$ cat src/rtl/mac_pkg.sv
// mac_pkg: shared widths and flush-state encoding for the MAC output collector.
package mac_pkg;
    localparam int FP16_W   = 16;
    localparam int LANES    = 4;
    localparam int WB_WIDTH = 64;
    typedef enum logic [1:0] {ST_IDLE, ST_PUSH, ST_DRAIN, ST_DONE} flush_state_t;
endpackage

$ cat src/rtl/mac_wb_fifo.sv
// mac_wb_fifo: show-ahead write-back FIFO, wrap-bit pointers, retroactive last-marking of the tail entry.
module mac_wb_fifo #(
    parameter int DEPTH = 8,
    parameter int W     = 65
) (
    input  logic                   i_clk,
    input  logic                   i_rst,
    input  logic                   i_push,
    input  logic [W-1:0]           i_data,
    input  logic                   i_pop,
    input  logic                   i_mark,
    output logic                   o_empty,
    output logic                   o_full,
    output logic [$clog2(DEPTH):0] o_count,
    output logic [W-1:0]           o_head
);
    localparam int AW = $clog2(DEPTH);
    logic [W-1:0]  mem [DEPTH];
    logic [AW:0]   wp, rp;
    logic [AW-1:0] tail;
    assign tail    = wp[AW-1:0] - AW'(1);
    assign o_count = wp - rp;
    assign o_empty = wp == rp;
    assign o_full  = wp[AW] != rp[AW] && wp[AW-1:0] == rp[AW-1:0];
    assign o_head  = o_empty ? '0 : mem[rp[AW-1:0]];
    always_ff @(posedge i_clk) begin
        if (i_rst) begin
            wp <= '0;
            rp <= '0;
        end else begin
            if (i_push) wp <= wp + (AW+1)'(1);
            if (i_pop) rp <= rp + (AW+1)'(1);
        end
    end
    // Storage is not reset; o_head is gated by o_empty instead.
    always_ff @(posedge i_clk) begin
        if (i_push) mem[wp[AW-1:0]] <= i_data;
        else if (i_mark && !o_empty) mem[tail][W-1] <= 1'b1;
    end
endmodule

$ cat src/rtl/mac_out_collector.sv
// mac_out_collector: packs FP16 results into 64-bit write-back words with end-of-tile flush.
// Optional MAC_COLL_RELU_EN: negative samples are stored as zero.
module mac_out_collector
    import mac_pkg::*;
#(
    parameter int DEPTH = 8,
    parameter int LANES = 4
) (
    input  logic                i_clk,
    input  logic                i_rst,
    input  logic                i_valid,
    input  logic [FP16_W-1:0]   i_conv,
    output logic                o_inhibit,
    input  logic                i_flush,
    output logic                o_wb_valid,
    output logic [WB_WIDTH-1:0] o_wb_data,
    output logic                o_wb_last,
    input  logic                i_wb_ready,
    output logic                o_flush_done
);
    localparam int LW = $clog2(LANES);
    localparam int AW = $clog2(DEPTH);
    flush_state_t                 state, state_nx;
    logic [LW-1:0]                cnt;
    logic [LANES-2:0][FP16_W-1:0] pack;
    logic [FP16_W-1:0]            sample;
    logic [WB_WIDTH:0]            word_in, head;
    logic [AW:0]                  count;
    logic accept, full_word, push_part, push, pop, mark, empty, full;
`ifdef MAC_COLL_RELU_EN
    assign sample = i_conv[FP16_W-1] ? '0 : i_conv;
`else
    assign sample = i_conv;
`endif
    assign o_inhibit    = (full && cnt == LW'(LANES-1)) || state != ST_IDLE;
    assign accept       = i_valid && !o_inhibit;
    assign full_word    = accept && cnt == LW'(LANES-1);
    assign push_part    = state == ST_PUSH && cnt != '0 && !full;
    assign push         = full_word || push_part;
    assign mark         = state == ST_PUSH && cnt == '0;
    assign pop          = !empty && i_wb_ready;
    assign word_in      = {push_part, full_word ? sample : {FP16_W{1'b0}}, pack};
    assign o_wb_valid   = !empty;
    assign o_wb_data    = head[WB_WIDTH-1:0];
    // A marked tail popped in the marking cycle must still leave with last set.
    assign o_wb_last    = head[WB_WIDTH] || (mark && count == (AW+1)'(1));
    assign o_flush_done = state == ST_DONE;
    always_ff @(posedge i_clk) begin
        if (i_rst) begin
            state <= ST_IDLE;
            cnt   <= '0;
            pack  <= '0;
        end else begin
            state <= state_nx;
            if (push) begin
                cnt  <= '0;
                pack <= '0;
            end else if (accept) begin
                pack[cnt] <= sample;
                cnt       <= cnt + LW'(1);
            end
        end
    end
    always_comb begin
        state_nx = state;
        case (state)
            ST_IDLE:  state_nx = i_flush ? ST_PUSH : ST_IDLE;
            ST_PUSH:  state_nx = (cnt == '0 || !full) ? ST_DRAIN : ST_PUSH;
            ST_DRAIN: state_nx = empty ? ST_DONE : ST_DRAIN;
            default:  state_nx = ST_IDLE;
        endcase
    end
    mac_wb_fifo #(.DEPTH(DEPTH), .W(WB_WIDTH+1)) u_fifo (
        .i_clk   (i_clk),
        .i_rst   (i_rst),
        .i_push  (push),
        .i_data  (word_in),
        .i_pop   (pop),
        .i_mark  (mark),
        .o_empty (empty),
        .o_full  (full),
        .o_count (count),
        .o_head  (head)
    );
endmodule

$ cat config.mk
export PLATFORM = sky130hd
export DESIGN_NAME = mac_out_collector
export DESIGN_NICKNAME = d
export VERILOG_FILES = /design/src/rtl/mac_pkg.sv /design/src/rtl/mac_wb_fifo.sv /design/src/rtl/mac_out_collector.sv
export SDC_FILE = /design/constraint.sdc
export NUM_CORES = 1
export LEC_CHECK = 0
export BUFFER_PORTS_ARGS = -buffer_cell sky130_fd_sc_hd__buf_4
export CELL_PAD_IN_SITES_DETAIL_PLACEMENT = 1
export CELL_PAD_IN_SITES_GLOBAL_PLACEMENT = 1
export CORE_ASPECT_RATIO = 0.6
export CORE_MARGIN = 3
export CORE_UTILIZATION = 58
export CTS_CLUSTER_DIAMETER = 30
export DETAILED_ROUTE_END_ITERATION = 12
export MAX_ROUTING_LAYER = met4
export PLACE_DENSITY = 0.89
export SLEW_MARGIN = 20
export SYNTH_ARGS = -nofsm -noshare
export SYNTH_HDL_FRONTEND = slang
export SYNTH_SLANG_ARGS = --single-unit
$ cat constraint.sdc
create_clock -name i_clk -period 14 [get_ports i_clk]
set_input_delay 2.8 -clock i_clk [delete_from_list [all_inputs] [get_ports i_clk]]
set_output_delay 2.8 -clock i_clk [all_outputs]
set_load 0.01 [all_outputs]
==> parameters.txt <==
Parameter                              Value

Die
  CORE AREA ... 38,470 µm²
  Initial Utilization ... 60.04%
  Die outline area ... 42,330 µm²
  Floorplan row count ... 55
  Overall die height ... 160.6 µm
  Top-Level Pins ... 89
  Die X-Extent ... 263.6 µm

Critical path
  Kind of critical path ... flip-flop to primary output
  CP Capture Type ... primary output
  Critical-path maximum fanout ... 45
  Worst R2R Start ... cnt[0]
  Flop2flop setup slack ... 9580 ps
  Worst reg-to-reg path cell count ... 8
  CP startpoint kind ... flip-flop
  Crit Reg-Reg Endpoint ... u_fifo.mem[7][58]
  Data arrival time of the critical path ... 3740 ps
  Data required, critical path ... 11,200 ps

Placement
  Post-detail-place hpwl ... 34.06 mm
  Routability-driven placement congestion ratio ... 0.7825
  Total of buffers placed on input and output ports ... 88
  Instance count after placement with tap cells included ... 1,783

Yosys
  Mean instance size in the synthesized netlist ... 18.68 µm²
  Number of flops mapped to enable cells by yosys ... 520
  Synth top area share ... 67.61%
  Net count after synthesis ... 1,268
  Number of synthesis warnings ... 0
  Sequential element share of the synthesized area ... 73.07%
  Synth area leader ... edfxtp_1
  Ranking of synthesized cells by area ... edfxtp_1 68%, mux4_2 13%, dfxtp_1 5.5%
  Top_reg_cell synth ... edfxtp_1
  Post-synth design cell area ... 23,090 µm²
  Ys async rst share ... 0%
  Library cells used by synthesis ... 48
  Gate Count Post-Synth ... 1,236
  Yosys reg bits ... 583

Detailed routing
  Initial detailed-routing violation count ... 1,568
  Initial DRT Pass Iterations ... 6
  Post-DR vias/cell ... 6.868
  Average detailed-routed wire length per instance ... 34.71 µm
  Drc violations ... 0
  Vias post-DR ... 13,200
  Antenna Nets Post-Route ... 0
  Detailed Route WL ... 66.72 mm

GRT
  Via count of the first global-routing pass ... 14,030
  GRT overflow ... 0
  Largest net degree at the start of global routing ... 93
  Global-route wire length before repair ... 99.47 mm
  Overall track demand over capacity in global routing ... 33.23%
  Antenna violations before repair ... 1

CTS
  Number of setup buffers added after CTS ... 0
  Number of gates given a new drive strength after cts ... 0
  Clock H-tree levels ... 3
  CTS hold repair buffers ... 0
  Clock tree from TritonCTS ... built
  Clock root buffer ... clkbuf_16
  Buffers from clock root to sink, at most ... 3
  CTS Buf Count ... 75
  Clk Latency, worst-skew pair ... 610 ps
  Clock Sink Count ... 583
  Clock transition at the registers of the reported paths ... 60 ps

Timing
  Period Utilization, post-route ... 46.70%
  Setup repair after global routing missed its margin ... no
  Total of endpoints with negative setup slack in the final report ... 0
  Setup_tns ... 0 ps
  Worst-Margin Slew ... 1144 ps
  Final Hold Fails ... 0
  Final critical path time including I/O delays and setup ... 6537 ps
  Count of final max-slew check failures ... 0
  Maximum achievable frequency ... 0.1530 GHz
  Post-route clock skew ... 33.89 ps
  Remaining max-slew budget at the tightest pin ... 23.57%

Final layout
  Layout Cells excl Fill ... 1,922
  Layout Nets ... 1,379
  Filler instances ... 3,096
  P&R area growth vs syn ... 15.97%
  Fraction of final layout cells with drive strength greater than 1 ... 31.56%

Min path
  Number of cells on the worst hold path ... 2
  Endpoint with the worst hold slack ... pack[38]
  Start point of the worst min-delay path ... pack[38]
  HP Class ... flip-flop to flip-flop

Run status
  Status ... complete, no violations

Power and ir drop
  Total power divided by cell area ... 158.1 nW/µm²
  Maximum vdd drop ... 111.5 µV
  Leakage power ... 8.376 nW

Flow run
  Number of violations of the max-capacitance limit ... 0
## critical path, cell delays in order (launching register included)
cell and delay (ps):
dfxtp_1 430, inv_1 140, ha_1 340, nand3_1 320, nor2_4 710, buf_4 730
nor2_1 250, buf_4 210
## stage by stage
stage / util [%] / power [mW] / hold slack [ps] / setup slack, ps / instance area, µm²
3_3_place_gp: 63.07 / 2.263 / 436.8 / 8258 / 24260
3_5_place_dp: 63.07 / 2.280 / 445.1 / 8073 / 24260
6_report: 69.62 / 4.233 / 477.9 / 7463 / 26780
4_1_cts: 69.61 / 4.243 / 468.8 / 7514 / 26780
5_1_grt: 69.61 / 4.340 / 486.4 / 7328 / 26780
2_1_floorplan: - / 2.165 / 431.7 / 7350 / 23090
## registers in the layout (all words and copies together) (netlist names), named ones only
name / flops
state: 2
u_fifo.wp: 4
pack: 48
u_fifo.rp: 4
u_fifo.mem: 520
cnt: 2
## Yosys cell counts, types with 2 or more instances
master / number
nand2b_1: 2
a21oi_1: 26
or3_1: 2
mux2i_1: 66
o32a_1: 2
buf_2: 26
nand3_1: 52
nand2_1: 26
edfxtp_1: 520
inv_1: 9
xor2_1: 5
and2_1: 65
ha_1: 10
a21boi_0: 2
nand3b_1: 2
clkbuf_1: 32
mux4_2: 130
buf_1: 10
nor2_1: 93
buf_12: 3
nand2_2: 30
a21oi_2: 30
dfxtp_1: 63
a21o_1: 2
xnor2_1: 3
nand2_8: 3
## area by class of cell
| class | count | area [µm²] | area share, % |
|---|---|---|---|
| Inverter | 10 | 37.54 | 0.1402 |
| Multi-Input combinational cell | 571 | 5888 | 21.99 |
| Sequential cell | 583 | 16890 | 63.06 |
| Clock inverter | 49 | 495.5 | 1.850 |
| Timing Repair Buffer | 106 | 808.3 | 3.018 |
| Antenna cell | 2 | 5.005 | 0.01869 |
| Tap cell | 513 | 641.9 | 2.397 |
| Clock buffer | 88 | 2018 | 7.536 |
## cells in the final DEF (no fill, tap or decap), types with 2 or more instances in the layout
cell type	count
dfxtp_4	3
nor2_1	85
inv_6	10
or3_1	2
clkinv_2	10
clkbuf_1	6
nand2_8	3
inv_8	3
ha_1	10
clkbuf_16	77
dfxtp_1	60
xor2_1	5
inv_1	9
a21boi_0	2
clkinvlp_4	11
clkinv_1	5
nand2_2	30
clkbuf_8	5
mux4_2	130
clkinv_4	3
nand3b_1	2
a21oi_1	26
nor2_4	9
diode_2	2
o32a_1	2
and2_1	65
nand2b_1	2
xnor2_1	3
a21o_1	2
a21oi_2	30
mux2i_1	66
buf_4	105
nand3_1	52
nand2_1	26
bufinv_16	6
edfxtp_1	520
## layer usage
layer | part of all wire, % | vias to the layer above | global-route usage [%]
li1 | - | 5084 | -
met1 | 38 | 7007 | 45.58
met2 | 49 | 952 | 50.94
met3 | 9.7 | 158 | 6.584
met4 | 3.4 | 0 | 11.29
met5 | 0 | - | -
## worst max path at each step
| stage | start | to | slack, ps | cells after the start |
|---|---|---|---|---|
| after floorplan | i_valid | u_fifo.mem[6][0] | 7350 | 4 |
| after CTS | u_fifo.wp[0] | o_wb_last | 7510 | 7 |
| after global placement | i_valid | u_fifo.mem[6][62] | 8260 | 6 |
| after detailed placement | i_valid | u_fifo.mem[7][62] | 8070 | 6 |
| after global routing | u_fifo.wp[0] | o_wb_last | 7330 | 7 |
| final | u_fifo.wp[0] | o_wb_data[49] | 7460 | 7 |
## cell families (layout without fill, tap and decap cells)
logic type | Yosys count | in the layout | synth area share, %
fa+ha+maj | 11 | 11 | 0.6285
flops | 583 | 583 | 73.07
other cells | 0 | 2 | 0
xor+xnor | 9 | 9 | 0.3739
simple gates | 281 | 281 | 6.230
compound gates | 73 | 73 | 2.373
mux | 197 | 197 | 15.60
buf+inv | 82 | 253 | 1.717
## power by group
group,switching [mW],total [mW],internal [mW]
Sequential,0.0250,1.94,1.91
Clock,0.809,1.97,1.16
Combinational,0.206,0.326,0.120
Power figures use the tool's default switching activity.
